File: config.mk
export PLATFORM = sky130hd
export DESIGN_NAME = dsp_mac_signed_param
export DESIGN_NICKNAME = d
export VERILOG_FILES = /design/src/rtl/dsp_mac_pkg.sv /design/src/rtl/dsp_mac_sat_addsub.sv /design/src/rtl/dsp_mac_signed_param.sv
export SDC_FILE = /design/constraint.sdc
export NUM_CORES = 1
export LEC_CHECK = 0
export BUFFER_PORTS_ARGS = -buffer_cell sky130_fd_sc_hd__clkbuf_2
export CAP_MARGIN = 40
export CORE_AREA = 2 2 201 203
export DETAILED_ROUTE_END_ITERATION = 10
export DIE_AREA = 0 0 203 205
export PLACE_DENSITY = 0.66
export SYNTH_ARGS = -nofsm -noshare
export SYNTH_HDL_FRONTEND = slang
export SYNTH_SLANG_ARGS = --single-unit
File: constraint.sdc
create_clock -name clk -period 6.1 [get_ports clk]
set_input_delay 1.22 -clock clk [delete_from_list [all_inputs] [get_ports clk]]
set_output_delay 1.22 -clock clk [all_outputs]
set_load 0.005 [all_outputs]
File: src/rtl/dsp_mac_pkg.sv
// Shared helpers for the parametrised signed MAC: accumulator limits and parameter legality.
package dsp_mac_pkg;

   localparam int unsigned LIMIT_W = 128;

   // Largest positive two's-complement value of the given width, zero-extended to LIMIT_W.
   function automatic logic [LIMIT_W-1:0] acc_max(input int unsigned width);
      return (LIMIT_W'(1) << (width - 1)) - LIMIT_W'(1);
   endfunction

   // Most negative value of the given width; truncating to width yields 100..0.
   function automatic logic [LIMIT_W-1:0] acc_min(input int unsigned width);
      return LIMIT_W'(1) << (width - 1);
   endfunction

   function automatic bit params_ok(input int unsigned a_w, input int unsigned b_w,
                                    input int unsigned acc_w, input int unsigned in_reg,
                                    input int unsigned out_reg, input int unsigned sat);
      return (acc_w >= a_w + b_w) && (acc_w <= LIMIT_W) &&
             (in_reg <= 1) && (out_reg <= 1) && (sat <= 1);
   endfunction

endpackage

File: src/rtl/dsp_mac_sat_addsub.sv
// Combinational accumulator add/subtract with one guard bit, overflow detect and optional clamp.
module dsp_mac_sat_addsub
   import dsp_mac_pkg::*;
#(
   parameter int unsigned WIDTH    = 40,
   parameter int unsigned SATURATE = 0
) (
   input  logic [WIDTH-1:0] acc,
   input  logic [WIDTH-1:0] prod,
   input  logic             subtract,
   output logic [WIDTH-1:0] result,
   output logic             ovf
);

   localparam logic [WIDTH-1:0] MAX_V = WIDTH'(acc_max(WIDTH));
   localparam logic [WIDTH-1:0] MIN_V = WIDTH'(acc_min(WIDTH));

   logic [WIDTH:0] acc_x;
   logic [WIDTH:0] prod_x;
   logic [WIDTH:0] sum;

   // Overflow when the guard bit disagrees with the result sign bit.
   always_comb begin
      acc_x  = {acc[WIDTH-1], acc};
      prod_x = {prod[WIDTH-1], prod};
      sum    = subtract ? (acc_x - prod_x) : (acc_x + prod_x);
      ovf    = sum[WIDTH] ^ sum[WIDTH-1];
      result = sum[WIDTH-1:0];
      if ((SATURATE != 0) && ovf) begin
         result = sum[WIDTH] ? MIN_V : MAX_V;
      end
   end

endmodule

File: src/rtl/dsp_mac_signed_param.sv
// Parametrised signed multiply-accumulate with optional input/output pipeline registers.
module dsp_mac_signed_param
   import dsp_mac_pkg::*;
#(
   parameter int unsigned A_WIDTH   = 20,
   parameter int unsigned B_WIDTH   = 18,
   parameter int unsigned ACC_WIDTH = 40,
   parameter int unsigned IN_REG    = 0,
   parameter int unsigned OUT_REG   = 0,
   parameter int unsigned SATURATE  = 0
) (
   input  logic                 clk,
   input  logic                 reset,
   input  logic                 subtract_i,
   input  logic                 clear_i,
   input  logic                 valid_i,
   input  logic [A_WIDTH-1:0]   A,
   input  logic [B_WIDTH-1:0]   B,
   output logic [ACC_WIDTH-1:0] P,
   output logic                 overflow_o,
   output logic                 valid_o
);

   localparam int unsigned PW = A_WIDTH + B_WIDTH;

   generate
      if (!params_ok(A_WIDTH, B_WIDTH, ACC_WIDTH, IN_REG, OUT_REG, SATURATE)) begin : g_bad_params
         $error("dsp_mac_signed_param: illegal parameter combination");
      end
   endgenerate

   logic signed [A_WIDTH-1:0] a_s;
   logic signed [B_WIDTH-1:0] b_s;
   logic                      sub_s;
   logic                      clr_s;
   logic                      vld_s;

   // Control bits travel with their operands through the optional input stage.
   generate
      if (IN_REG != 0) begin : g_in_reg
         always_ff @(posedge clk or posedge reset) begin
            if (reset) begin
               a_s   <= '0;
               b_s   <= '0;
               sub_s <= 1'b0;
               clr_s <= 1'b0;
               vld_s <= 1'b0;
            end else begin
               a_s   <= A;
               b_s   <= B;
               sub_s <= subtract_i;
               clr_s <= clear_i;
               vld_s <= valid_i;
            end
         end
      end else begin : g_in_wire
         assign a_s   = A;
         assign b_s   = B;
         assign sub_s = subtract_i;
         assign clr_s = clear_i;
         assign vld_s = valid_i;
      end
   endgenerate

   logic signed [PW-1:0]   prod;
   logic [ACC_WIDTH-1:0]   prod_ext;
   logic [ACC_WIDTH-1:0]   load_val;
   logic [ACC_WIDTH-1:0]   acc;
   logic                   ovf;
   logic                   acc_vld;
   logic [ACC_WIDTH-1:0]   sum;
   logic                   sum_ovf;

   assign prod     = PW'(a_s) * PW'(b_s);
   assign prod_ext = ACC_WIDTH'(prod);
   assign load_val = sub_s ? (ACC_WIDTH'(0) - prod_ext) : prod_ext;

   dsp_mac_sat_addsub #(
      .WIDTH    (ACC_WIDTH),
      .SATURATE (SATURATE)
   ) u_addsub (
      .acc      (acc),
      .prod     (prod_ext),
      .subtract (sub_s),
      .result   (sum),
      .ovf      (sum_ovf)
   );

   // Accumulator: clear has priority, a load cannot overflow, the flag is sticky until clear.
   always_ff @(posedge clk or posedge reset) begin
      if (reset) begin
         acc     <= '0;
         ovf     <= 1'b0;
         acc_vld <= 1'b0;
      end else begin
         acc_vld <= vld_s;
         if (clr_s) begin
            acc <= vld_s ? load_val : '0;
            ovf <= 1'b0;
         end else if (vld_s) begin
            acc <= sum;
            ovf <= ovf | sum_ovf;
         end
      end
   end

   generate
      if (OUT_REG != 0) begin : g_out_reg
         always_ff @(posedge clk or posedge reset) begin
            if (reset) begin
               P          <= '0;
               overflow_o <= 1'b0;
               valid_o    <= 1'b0;
            end else begin
               P          <= acc;
               overflow_o <= ovf;
               valid_o    <= acc_vld;
            end
         end
      end else begin : g_out_wire
         assign P          = acc;
         assign overflow_o = ovf;
         assign valid_o    = acc_vld;
      end
   endgenerate

endmodule

==> results.sh, run 1 <==
export IMPL_coreArea_um2=39400
export IMPL_grt_start_max_net_pins=51
export IMPL_antenna_found_initial=0
export IMPL_first_iter_violations=802
export IMPL_die_h_um=205
export IMPL_max_stage_delay_ns=0.57
export IMPL_ff2ff_setup_slack_ns=2.61
export IMPL_dp_hpwl_mm=45.5
export IMPL_cts_max_level=2
export IMPL_fp_dieArea_um2=41600
export IMPL_cts_buffer_depth=2
export IMPL_yosys_area_share_simple=0.184
export IMPL_synth_compound_area_frac=0.135
export IMPL_clockRootBuffer="clkbuf_16"
export IMPL_criticalPathCategory="in2reg"
export IMPL_period_minus_slack_ns=9.36
export IMPL_grt_usage=0.279
export IMPL_cp_common_cell="fa_1"
export IMPL_finalClockSkew_ns=0.00896
export IMPL_holdCritStartpoint="overflow_o$_DFFE_PP0P_"
export IMPL_critical_path_required_ns=6.29
export IMPL_syn_num_nets=2844
export IMPL_slowest_stage="fa_1"
export IMPL_ys_types=100
export IMPL_chipWidth_um=203
export IMPL_slew_headroom=0.521
export IMPL_diodes=0
export IMPL_synth_xor_area_frac=0.0588
export IMPL_clk_latency_ns=0.31
export IMPL_fillers=3094
export IMPL_cp_data_arrival_time_ns=9.55
export IMPL_routedWlPerCell_um=16.9
export IMPL_ctsHoldBuffers=0
export IMPL_synth_top_cell_area_share=0.370
export IMPL_synthMuxAreaShare=0.00307
export IMPL_worst_pin_slew_ns=0.718
export IMPL_synth_top_cell_by_area="fa_1"
export IMPL_syn2layout_area_growth_pct=36.9
export IMPL_grt_first_pass_wirelength_mm=94.1
export IMPL_crit_path_end_kind="register"
export IMPL_yosysSeqAreaShare=0.0537
export IMPL_start_util=0.497
export IMPL_fin_ws_ns=-3.26
export IMPL_io_pins=85
export IMPL_dpl_worst_slack_ns=-4.11
export IMPL_status="complete, but fails checks"
export IMPL_grt_pass1_vias=19708
export IMPL_syn_avg_cell_area_um2=8.51
export IMPL_yosys_warnings=0
export IMPL_worstSetupStartpointType="input pin"
export IMPL_synth_ff_type="dfrtp_1"
export IMPL_via_per_inst=5.36
export IMPL_holdPathStages=1
export IMPL_ys_async_sr_fraction=1.00
export IMPL_hold_ws_ns=0.524
export IMPL_via_count=17926
export IMPL_placed_area_um2=24100
export IMPL_synth_top_family_by_area="adder cells"
export IMPL_gp_congestion=0.924
export IMPL_cts_tree="built"
export IMPL_path_clk_slew_ns=0.07
export IMPL_slew_violations=0
export IMPL_cts_num_sinks=42
export IMPL_grt_setup_unrepaired="yes"
export IMPL_final_util=0.681
export IMPL_hp_class="reg2reg"
export IMPL_antenna_left=0
export IMPL_cts_buffers=5
export IMPL_synth_area_leaders="fa_1, ha_1, inv_1"
export IMPL_design_area_um2=26800
export IMPL_synth_edf_count=0
export IMPL_hold_end="overflow_o$_DFFE_PP0P_"
export IMPL_first_pass_iters=5
export IMPL_reg2reg_from="P[2]$_DFFE_PP0P_"
export IMPL_globalRouteOverflowTotal=0
export IMPL_nets=3359
export IMPL_max_clock_freq_mhz=107
export IMPL_violations="negative setup slack"
export IMPL_rows=73
export IMPL_drc=0
export IMPL_period_share=1.53
export IMPL_synth_seq_cells=42
export IMPL_wl_mm=56.4
export IMPL_final_layout_size_suffix_gt1_frac=0.335
export IMPL_synth_fa_ha_area_frac=0.459
export IMPL_setup_violations=34
export IMPL_cap_violations=0
export IMPL_synth_cells=2301
export IMPL_reg2reg_depth=13
export IMPL_hold_violations=0
export IMPL_path_max_fanout=6
export IMPL_netlist_area_um2=19600
export IMPL_io_buffer_count=84
export IMPL_rr_endpoint="overflow_o$_DFFE_PP0P_"
worst max path at each step:
| stage | startpoint | end | slack, ns | cells past startpoint |
|---|---|---|---|---|
| after floorplan | B[6] | overflow_o$_DFFE_PP0P_ | -3.11 | 33 |
| after global placement | B[17] | overflow_o$_DFFE_PP0P_ | -3.93 | 34 |
| after detailed placement | B[17] | overflow_o$_DFFE_PP0P_ | -4.11 | 34 |
| after CTS | B[17] | overflow_o$_DFFE_PP0P_ | -3.18 | 35 |
| after global routing | B[8] | overflow_o$_DFFE_PP0P_ | -3.56 | 35 |
| final | B[17] | overflow_o$_DFFE_PP0P_ | -3.26 | 34 |
cells in the final DEF, fill, tap and decap left out, drive strengths merged, types with 6 or more instances in the layout:
master	synthesis	layout
a2111oi	8	8
a211o	15	15
a211oi	16	16
a21boi	7	7
a21o	30	30
a21oi	92	92
a22o	13	13
a31oi	14	14
and2	180	180
and3	10	10
buf	17	528
clkbuf	81	83
dfrtp	42	42
fa	362	362
ha	138	138
inv	444	443
mux2i	6	6
nand2	268	268
nand2b	18	18
nand3	25	26
nand4	18	18
nor2	94	94
nor2b	6	6
nor3	37	37
nor4	10	10
o211ai	18	18
o21a	16	16
o21ai	96	96
o21bai	12	12
o31ai	12	12
or3	13	13
xnor2	82	82
xor2	43	43
critical path: cells and delay by family:
family	cells	cell delay [ns]
muxes	1	0.08
and+or+nand+nor	9	1.88
AOI/OAI and AO/OA	8	1.75
buffers and inverters	7	0.91
adders and majority gates	8	3.54
xor gates and xnor gates	1	0.16
synth_stat cells (4+ instances only):
library cell and instances:
inv_1 444, fa_1 362, nand2_1 268, and2_1 177
ha_1 138, nor2_1 94, a21oi_1 91, o21ai_0 83
xnor2_1 79, clkbuf_1 78, dfrtp_1 42, xor2_1 40
nor3_1 36, a21o_1 29, nand3_1 22, nand2b_1 18
o21a_1 16, nand4_1 15, o211ai_1 15, a211o_1 14
a22o_1 13, a211oi_1 12, o21ai_1 12, o21bai_1 12
o31ai_1 12, a31oi_1 11, buf_1 9, or3_1 9
and3_1 8, a2111oi_0 7, buf_2 6, mux2i_1 6
a21boi_0 5, nor2b_1 5, nor4_1 5, a31o_2 4
o211a_1 4
sequential cells by signal, indices dropped and copies added (netlist names):
name        cells
P              40
overflow_o      1
valid_o         1
final cells by class:
type	count	area, um2	area share
well taps	525	657	0.0245
repair buffers	605	5040	0.188
clock buffers	6	129	0.00481
inverters	445	1680	0.0625
multi-input cells	1717	18200	0.680
clock inverters	2	37.5	0.00140
flip-flops and latches	42	1050	0.0392
stage by stage:
step,instances,TNS (ns)
2_1_floorplan,2301,-68.01
3_3_place_gp,3246,-92.56
3_5_place_dp,3247,-95.82
4_1_cts,3299,-75.22
5_1_grt,3342,-86.59
6_report,3342,-77.61
timing repair:
action	CTS	global route
endpoints found under the setup margin	35	35
gates cloned	1	4
resized for setup	274	150
pin swaps	131	140
setup buffers	43	46
routing by layer:
metal	routed length [um]	GRT usage	vias up
met4	1940	0.0954	0
met3	2190	0.0312	142
met1	22300	0.329	9061
li1	-	-	8307
met2	30000	0.526	416
met5	0	0	-
cells by family (layout without fill, tap and decap cells):
kind of cell             count (synthesis)  count (layout)
AND/OR/NAND/NOR                        701             702
flip-flops                              42              42
AO/OA/AOI/OAI                          384             384
buffers and inverters                  543            1058
multiplexers                             6               6
XOR/XNOR                               125             125
adder cells (fa/ha/maj)                500             500
Power of run 1 is left out: the tool's default activity adds up to more than one toggle a clock period on the data nets, which glitch-free logic cannot reach.
==> run 2, diff against run 1 <==
ABC_AREA = 1   (was default)
CORE_AREA = 2 2 209 211   (was 2 2 201 203)
DIE_AREA = 0 0 211 213   (was 0 0 203 205)
==> run 2 against run 1 <==
Against the previous run: the flow still finishes with violations (negative setup slack); hold slack gained 0.011 ns; via count is 24% higher; cell area rose by 16%; synthesized cell count increased by 35%; first-iteration DRC count grew 100%; final cell count rose by 28%; setup slack better by 0.51 ns; critical path type unchanged; critical endpoint unchanged; highest routed layer unchanged.
==> results.sh, run 2 <==
export IMPL_io_buffer_count=84
export IMPL_reg2reg_from="P[0]$_DFFE_PP0P_"
export IMPL_critical_path_required_ns=6.26
export IMPL_path_max_fanout=8
export IMPL_clk_latency_ns=0.32
export IMPL_setup_worst_path_start="B[8]"
export IMPL_worst_pin_slew_ns=0.973
export IMPL_gr_usage_met1=0.445
export IMPL_grt_busiest_layer="met2"
export IMPL_hp_class="reg2reg"
export IMPL_reg2reg_depth=16
export IMPL_clockRootBuffer="clkbuf_16"
export IMPL_period_share=1.45
export IMPL_netlist_area_um2=21000
export IMPL_die_h_um=213
export IMPL_period_minus_slack_ns=8.85
export IMPL_grt_first_pass_wirelength_mm=114
export IMPL_yosys_warnings=0
export IMPL_worstSetupStartpointType="input pin"
export IMPL_synth_ff_type="dfrtp_1"
export IMPL_syn_avg_cell_area_um2=6.78
export IMPL_syn2layout_area_growth_pct=48.3
export IMPL_antenna_found_initial=0
export IMPL_antenna_left=0
export IMPL_setup_violations=34
export IMPL_cp_num_buf_inv=8
export IMPL_slew_headroom=0.347
export IMPL_via_per_inst=5.22
export IMPL_via_count=22279
export IMPL_netlist_top_cells_count="nand2_1, inv_1, fa_1"
export IMPL_hold_violations=0
export IMPL_cp_common_cell="fa_1"
export IMPL_reg_top3="P x40, overflow_o x1, valid_o x1"
export IMPL_cts_buffer_depth=2
export IMPL_criticalPathCategory="in2reg"
export IMPL_top_register="P"
export IMPL_cp_depth=41
export IMPL_status="complete, but fails checks"
export IMPL_cts_num_sinks=42
export IMPL_design_area_um2=31200
export IMPL_cts_buffers=5
export IMPL_cts_max_level=2
export IMPL_syn_num_nets=3643
export IMPL_cap_violations=0
export IMPL_path_clk_slew_ns=0.07
export IMPL_crit_end="overflow_o$_DFFE_PP0P_"
export IMPL_fp_dieArea_um2=44900
export IMPL_final_common_cell="nand2_1"
export IMPL_final_layout_size_suffix_gt1_frac=0.388
export IMPL_grt_usage=0.324
export IMPL_rr_endpoint="overflow_o$_DFFE_PP0P_"
export IMPL_synth_edf_count=0
export IMPL_ff2ff_setup_slack_ns=3.14
export IMPL_synth_cells=3100
export IMPL_finalClockSkew_ns=0.0158
export IMPL_synth_top_cell_by_area="fa_1"
export IMPL_synth_top_cell_area_share=0.345
export IMPL_ys_types=55
export IMPL_drc=0
export IMPL_start_util=0.492
export IMPL_yosysSeqAreaShare=0.0500
export IMPL_use_met3=0.0502
export IMPL_diodes=0
export IMPL_chipWidth_um=211
export IMPL_routedWlPerCell_um=17.5
export IMPL_grt_use_met2=0.536
export IMPL_cts_tree="built"
export IMPL_wl_mm=74.6
export IMPL_grt_start_max_net_pins=49
export IMPL_fin_ws_ns=-2.75
export IMPL_slowest_stage="fa_1"
export IMPL_grt_pass1_vias=22523
export IMPL_violations="negative setup slack"
export IMPL_first_pass_iters=5
export IMPL_path_delay_family="adder cells"
export IMPL_crit_path_end_kind="register"
export IMPL_max_clock_freq_mhz=113
export IMPL_max_stage_delay_ns=0.56
export IMPL_rows=76
export IMPL_dp_hpwl_mm=58.6
export IMPL_placed_area_um2=26400
export IMPL_layout_common_cells="nand2_1, inv_1, buf_4"
export IMPL_gp_congestion=0.979
export IMPL_coreArea_um2=42700
export IMPL_grt_setup_unrepaired="yes"
export IMPL_first_iter_violations=1609
export IMPL_io_pins=85
export IMPL_holdCritStartpoint="P[4]$_DFFE_PP0P_"
export IMPL_ys_async_sr_fraction=1.00
export IMPL_synth_most_common_cell="nand2_1"
export IMPL_largest_reg_flops=40
export IMPL_synth_seq_cells=42
export IMPL_synth_area_leaders="fa_1, nand2_1, inv_1"
export IMPL_globalRouteOverflowTotal=0
export IMPL_nets=4263
export IMPL_cp_data_arrival_time_ns=9.01
export IMPL_slew_violations=0
run 2: logic make-up (layout without fill, tap and decap cells):
kind of cell / count (synthesis) / after routing / share of synthesized area
buf+inv: 936 / 1557 / 0.167
xor+xnor: 49 / 49 / 0.0238
simple gates: 1257 / 1257 / 0.247
flops: 42 / 42 / 0.0500
compound gates: 316 / 316 / 0.0849
fa+ha+maj: 500 / 500 / 0.427
run 2: layout make-up:
class | count | area (um2)
Fill cell | 3285 | 11500
Timing Repair Buffer | 721 | 6260
Clock buffer | 7 | 133
Tap cell | 546 | 683
Clock inverter | 1 | 30.0
Sequential cell | 42 | 1050
Multi-Input combinational cell | 2122 | 19900
Inverter | 828 | 3130
run 2: worst min-delay path by stage:
| stage | cells after the start | slack [ns] | endpoint |
|---|---|---|---|
| after floorplan | 2 | 0.49 | P[18]$_DFFE_PP0P_ |
| after global placement | 1 | 0.51 | P[12]$_DFFE_PP0P_ |
| after detailed placement | 1 | 0.51 | P[4]$_DFFE_PP0P_ |
| after CTS | 1 | 0.53 | P[4]$_DFFE_PP0P_ |
| after global routing | 1 | 0.55 | P[4]$_DFFE_PP0P_ |
| final | 1 | 0.54 | P[4]$_DFFE_PP0P_ |
run 2: per-layer routing:
metal	up-vias	wire length [um]
met5	-	0
met4	0	2070
met3	154	5760
met2	797	35500
met1	10955	31300
li1	10373	-
run 2: metrics by stage:
| stage | hold slack [ns] | setup WS [ns] | TNS, ns | cells | utilization |
|---|---|---|---|---|---|
| 3_3_place_gp | 0.514 | -3.73 | -92.90 | 4119 | 0.618 |
| 6_report | 0.536 | -2.75 | -69.97 | 4267 | 0.730 |
| 4_1_cts | 0.530 | -2.72 | -67.77 | 4188 | 0.669 |
| 3_5_place_dp | 0.510 | -3.76 | -93.84 | 4120 | 0.619 |
| 2_1_floorplan | 0.490 | -2.18 | -50.79 | 3100 | - |
| 5_1_grt | 0.548 | -3.03 | -79.14 | 4267 | 0.730 |
run 2: repair_timing:
| action | CTS | global route |
|---|---|---|
| setup buffers | 61 | 78 |
| cloned | 1 | 5 |
| hold buffers | 0 | 0 |
| resized for setup | 363 | 557 |
| pin swaps | 145 | 341 |
| endpoints found under the setup margin | 35 | 36 |
Power of run 2 is left out for the same reason.
==> run 3, diff against run 2 <==
RECOVER_POWER = 100   (was default)
==> run 3 against run 2 <==
Against the previous run: the flow finishes with violations (max-capacitance violations, max-slew violations, negative setup slack); first-iteration DRC count unchanged; count of clock-buffer cells in the layout unchanged; setup slack got worse by 0.00056 ns; routed wire length about the same.
==> results.sh, run 3 (synthesis gave the netlist of run 2 again) <==
export IMPL_ff2ff_setup_slack_ns=3.14
export IMPL_path_clk_slew_ns=0.07
export IMPL_gp_congestion=0.979
export IMPL_worst_pin_slew_ns=2.87
export IMPL_slew_violations=43
export IMPL_max_stage_delay_ns=0.56
export IMPL_routedWlPerCell_um=17.5
export IMPL_path_max_fanout=8
export IMPL_crit_path_end_kind="register"
export IMPL_antenna_found_initial=0
export IMPL_clk_latency_ns=0.32
export IMPL_diodes=0
export IMPL_ctsHoldBuffers=0
export IMPL_io_buffer_count=84
export IMPL_globalRouteOverflowTotal=0
export IMPL_antenna_left=0
export IMPL_grt_setup_unrepaired="yes"
export IMPL_top_register="P"
export IMPL_rows=76
export IMPL_cts_buffers=5
export IMPL_coreArea_um2=42700
export IMPL_final_util=0.730
export IMPL_fin_ws_ns=-2.75
export IMPL_reg2reg_depth=16
export IMPL_fp_dieArea_um2=44900
export IMPL_cts_buffer_depth=2
export IMPL_finalClockSkew_ns=0.0160
export IMPL_critical_path_required_ns=6.26
export IMPL_via_per_inst=5.22
export IMPL_period_share=1.45
export IMPL_reg2reg_from="P[0]$_DFFE_PP0P_"
export IMPL_final_common_cell="nand2_1"
export IMPL_hp_class="reg2reg"
export IMPL_grt_first_pass_wirelength_mm=114
export IMPL_hold_end="P[4]$_DFFE_PP0P_"
export IMPL_final_layout_size_suffix_gt1_frac=0.388
export IMPL_rr_endpoint="overflow_o$_DFFE_PP0P_"
export IMPL_start_util=0.492
export IMPL_drc=0
export IMPL_chipWidth_um=211
export IMPL_holdCritStartpoint="P[4]$_DFFE_PP0P_"
export IMPL_layout_common_cells="nand2_1, inv_1, buf_4"
export IMPL_cap_violations=1
export IMPL_grt_start_max_net_pins=49
export IMPL_cp_common_cell="fa_1"
export IMPL_io_pins=85
export IMPL_worstSetupStartpointType="input pin"
export IMPL_dp_cells=4120
export IMPL_largest_reg_flops=40
export IMPL_wl_mm=74.6
export IMPL_max_clock_freq_mhz=113
export IMPL_slowest_stage="fa_1"
export IMPL_fillers=3286
export IMPL_grt_pass1_vias=22523
export IMPL_fin_cells=4267
export IMPL_setup_violations=34
export IMPL_first_iter_violations=1609
export IMPL_dp_hpwl_mm=58.6
export IMPL_period_minus_slack_ns=8.85
export IMPL_dpl_worst_slack_ns=-3.76
export IMPL_cts_num_sinks=42
export IMPL_clockRootBuffer="clkbuf_16"
export IMPL_die_h_um=213
export IMPL_cts_max_level=2
export IMPL_hold_violations=0
export IMPL_violations="max-capacitance violations, max-slew violations, negative setup slack"
export IMPL_criticalPathCategory="in2reg"
export IMPL_via_count=22256
export IMPL_syn2layout_area_growth_pct=48.3
export IMPL_status="complete, but fails checks"
export IMPL_cts_tree="built"
export IMPL_holdPathStages=1
export IMPL_slew_headroom=-0.912
export IMPL_cp_data_arrival_time_ns=9.02
export IMPL_first_pass_iters=5
export IMPL_reg_top3="P x40, overflow_o x1, valid_o x1"
export IMPL_nets=4263
export IMPL_grt_usage=0.324
==> run 3: cell count changes in the layout (fill, tap and decap cells not counted), sizes merged <==
| cell | previous run | this run |
|---|---|---|
| clkbuf | 76 | 77 |
| buf | 652 | 651 |
==> run 3: repair_timing <==
item,in CTS,in global routing
setup buffers,61,78
pin swaps,145,341
cloned,1,5
gates resized for setup,363,557
endpoints found under the setup margin,35,36
==> run 3: worst max path at each step <==
stage	slack, ns	start	endpoint	cells after the start
global placement	-3.73	A[19]	overflow_o$_DFFE_PP0P_	43
CTS	-2.72	B[8]	overflow_o$_DFFE_PP0P_	45
finish	-2.75	B[8]	overflow_o$_DFFE_PP0P_	41
global route	-3.03	B[8]	overflow_o$_DFFE_PP0P_	42
detailed placement	-3.76	A[19]	P[37]$_DFFE_PP0P_	42
floorplan	-2.18	A[3]	P[37]$_DFFE_PP0P_	43
==> run 3: per-layer routing <==
metal | global-route usage | wire length [um] | vias up
met5 | 0 | 0 | -
met1 | 0.445 | 31300 | 10948
met2 | 0.536 | 35500 | 784
li1 | - | - | 10374
met3 | 0.0502 | 5690 | 150
met4 | 0.0840 | 2040 | 0
==> run 3: layout make-up <==
cell class | count | area [um2] | area share
clock inverters | 1 | 30.0 | 0.000963
inverters | 828 | 3130 | 0.100
multi-input cells | 2122 | 19900 | 0.638
well taps | 546 | 683 | 0.0219
clock buffers | 7 | 133 | 0.00425
flip-flops and latches | 42 | 1050 | 0.0337
repair buffers | 721 | 6250 | 0.201
==> run 3: through the flow <==
step | area [um2] | hold WS, ns | setup TNS (ns)
floorplan | 22400 | 0.490 | -50.79
global placement | 26400 | 0.514 | -92.90
detailed placement | 26400 | 0.510 | -93.84
CTS | 28600 | 0.530 | -67.77
global route | 31200 | 0.548 | -79.14
finish | 31200 | 0.536 | -69.98
==> run 3: worst max-delay path: cells and delay by family <==
| family | cells | cell delay (ns) |
|---|---|---|
| AND/OR/NAND/NOR | 16 | 1.90 |
| buffers and inverters | 8 | 0.76 |
| XOR/XNOR | 2 | 0.46 |
| adder cells (fa/ha/maj) | 8 | 3.73 |
| AO/OA/AOI/OAI | 7 | 0.90 |
Power of run 3 is left out for the same reason.
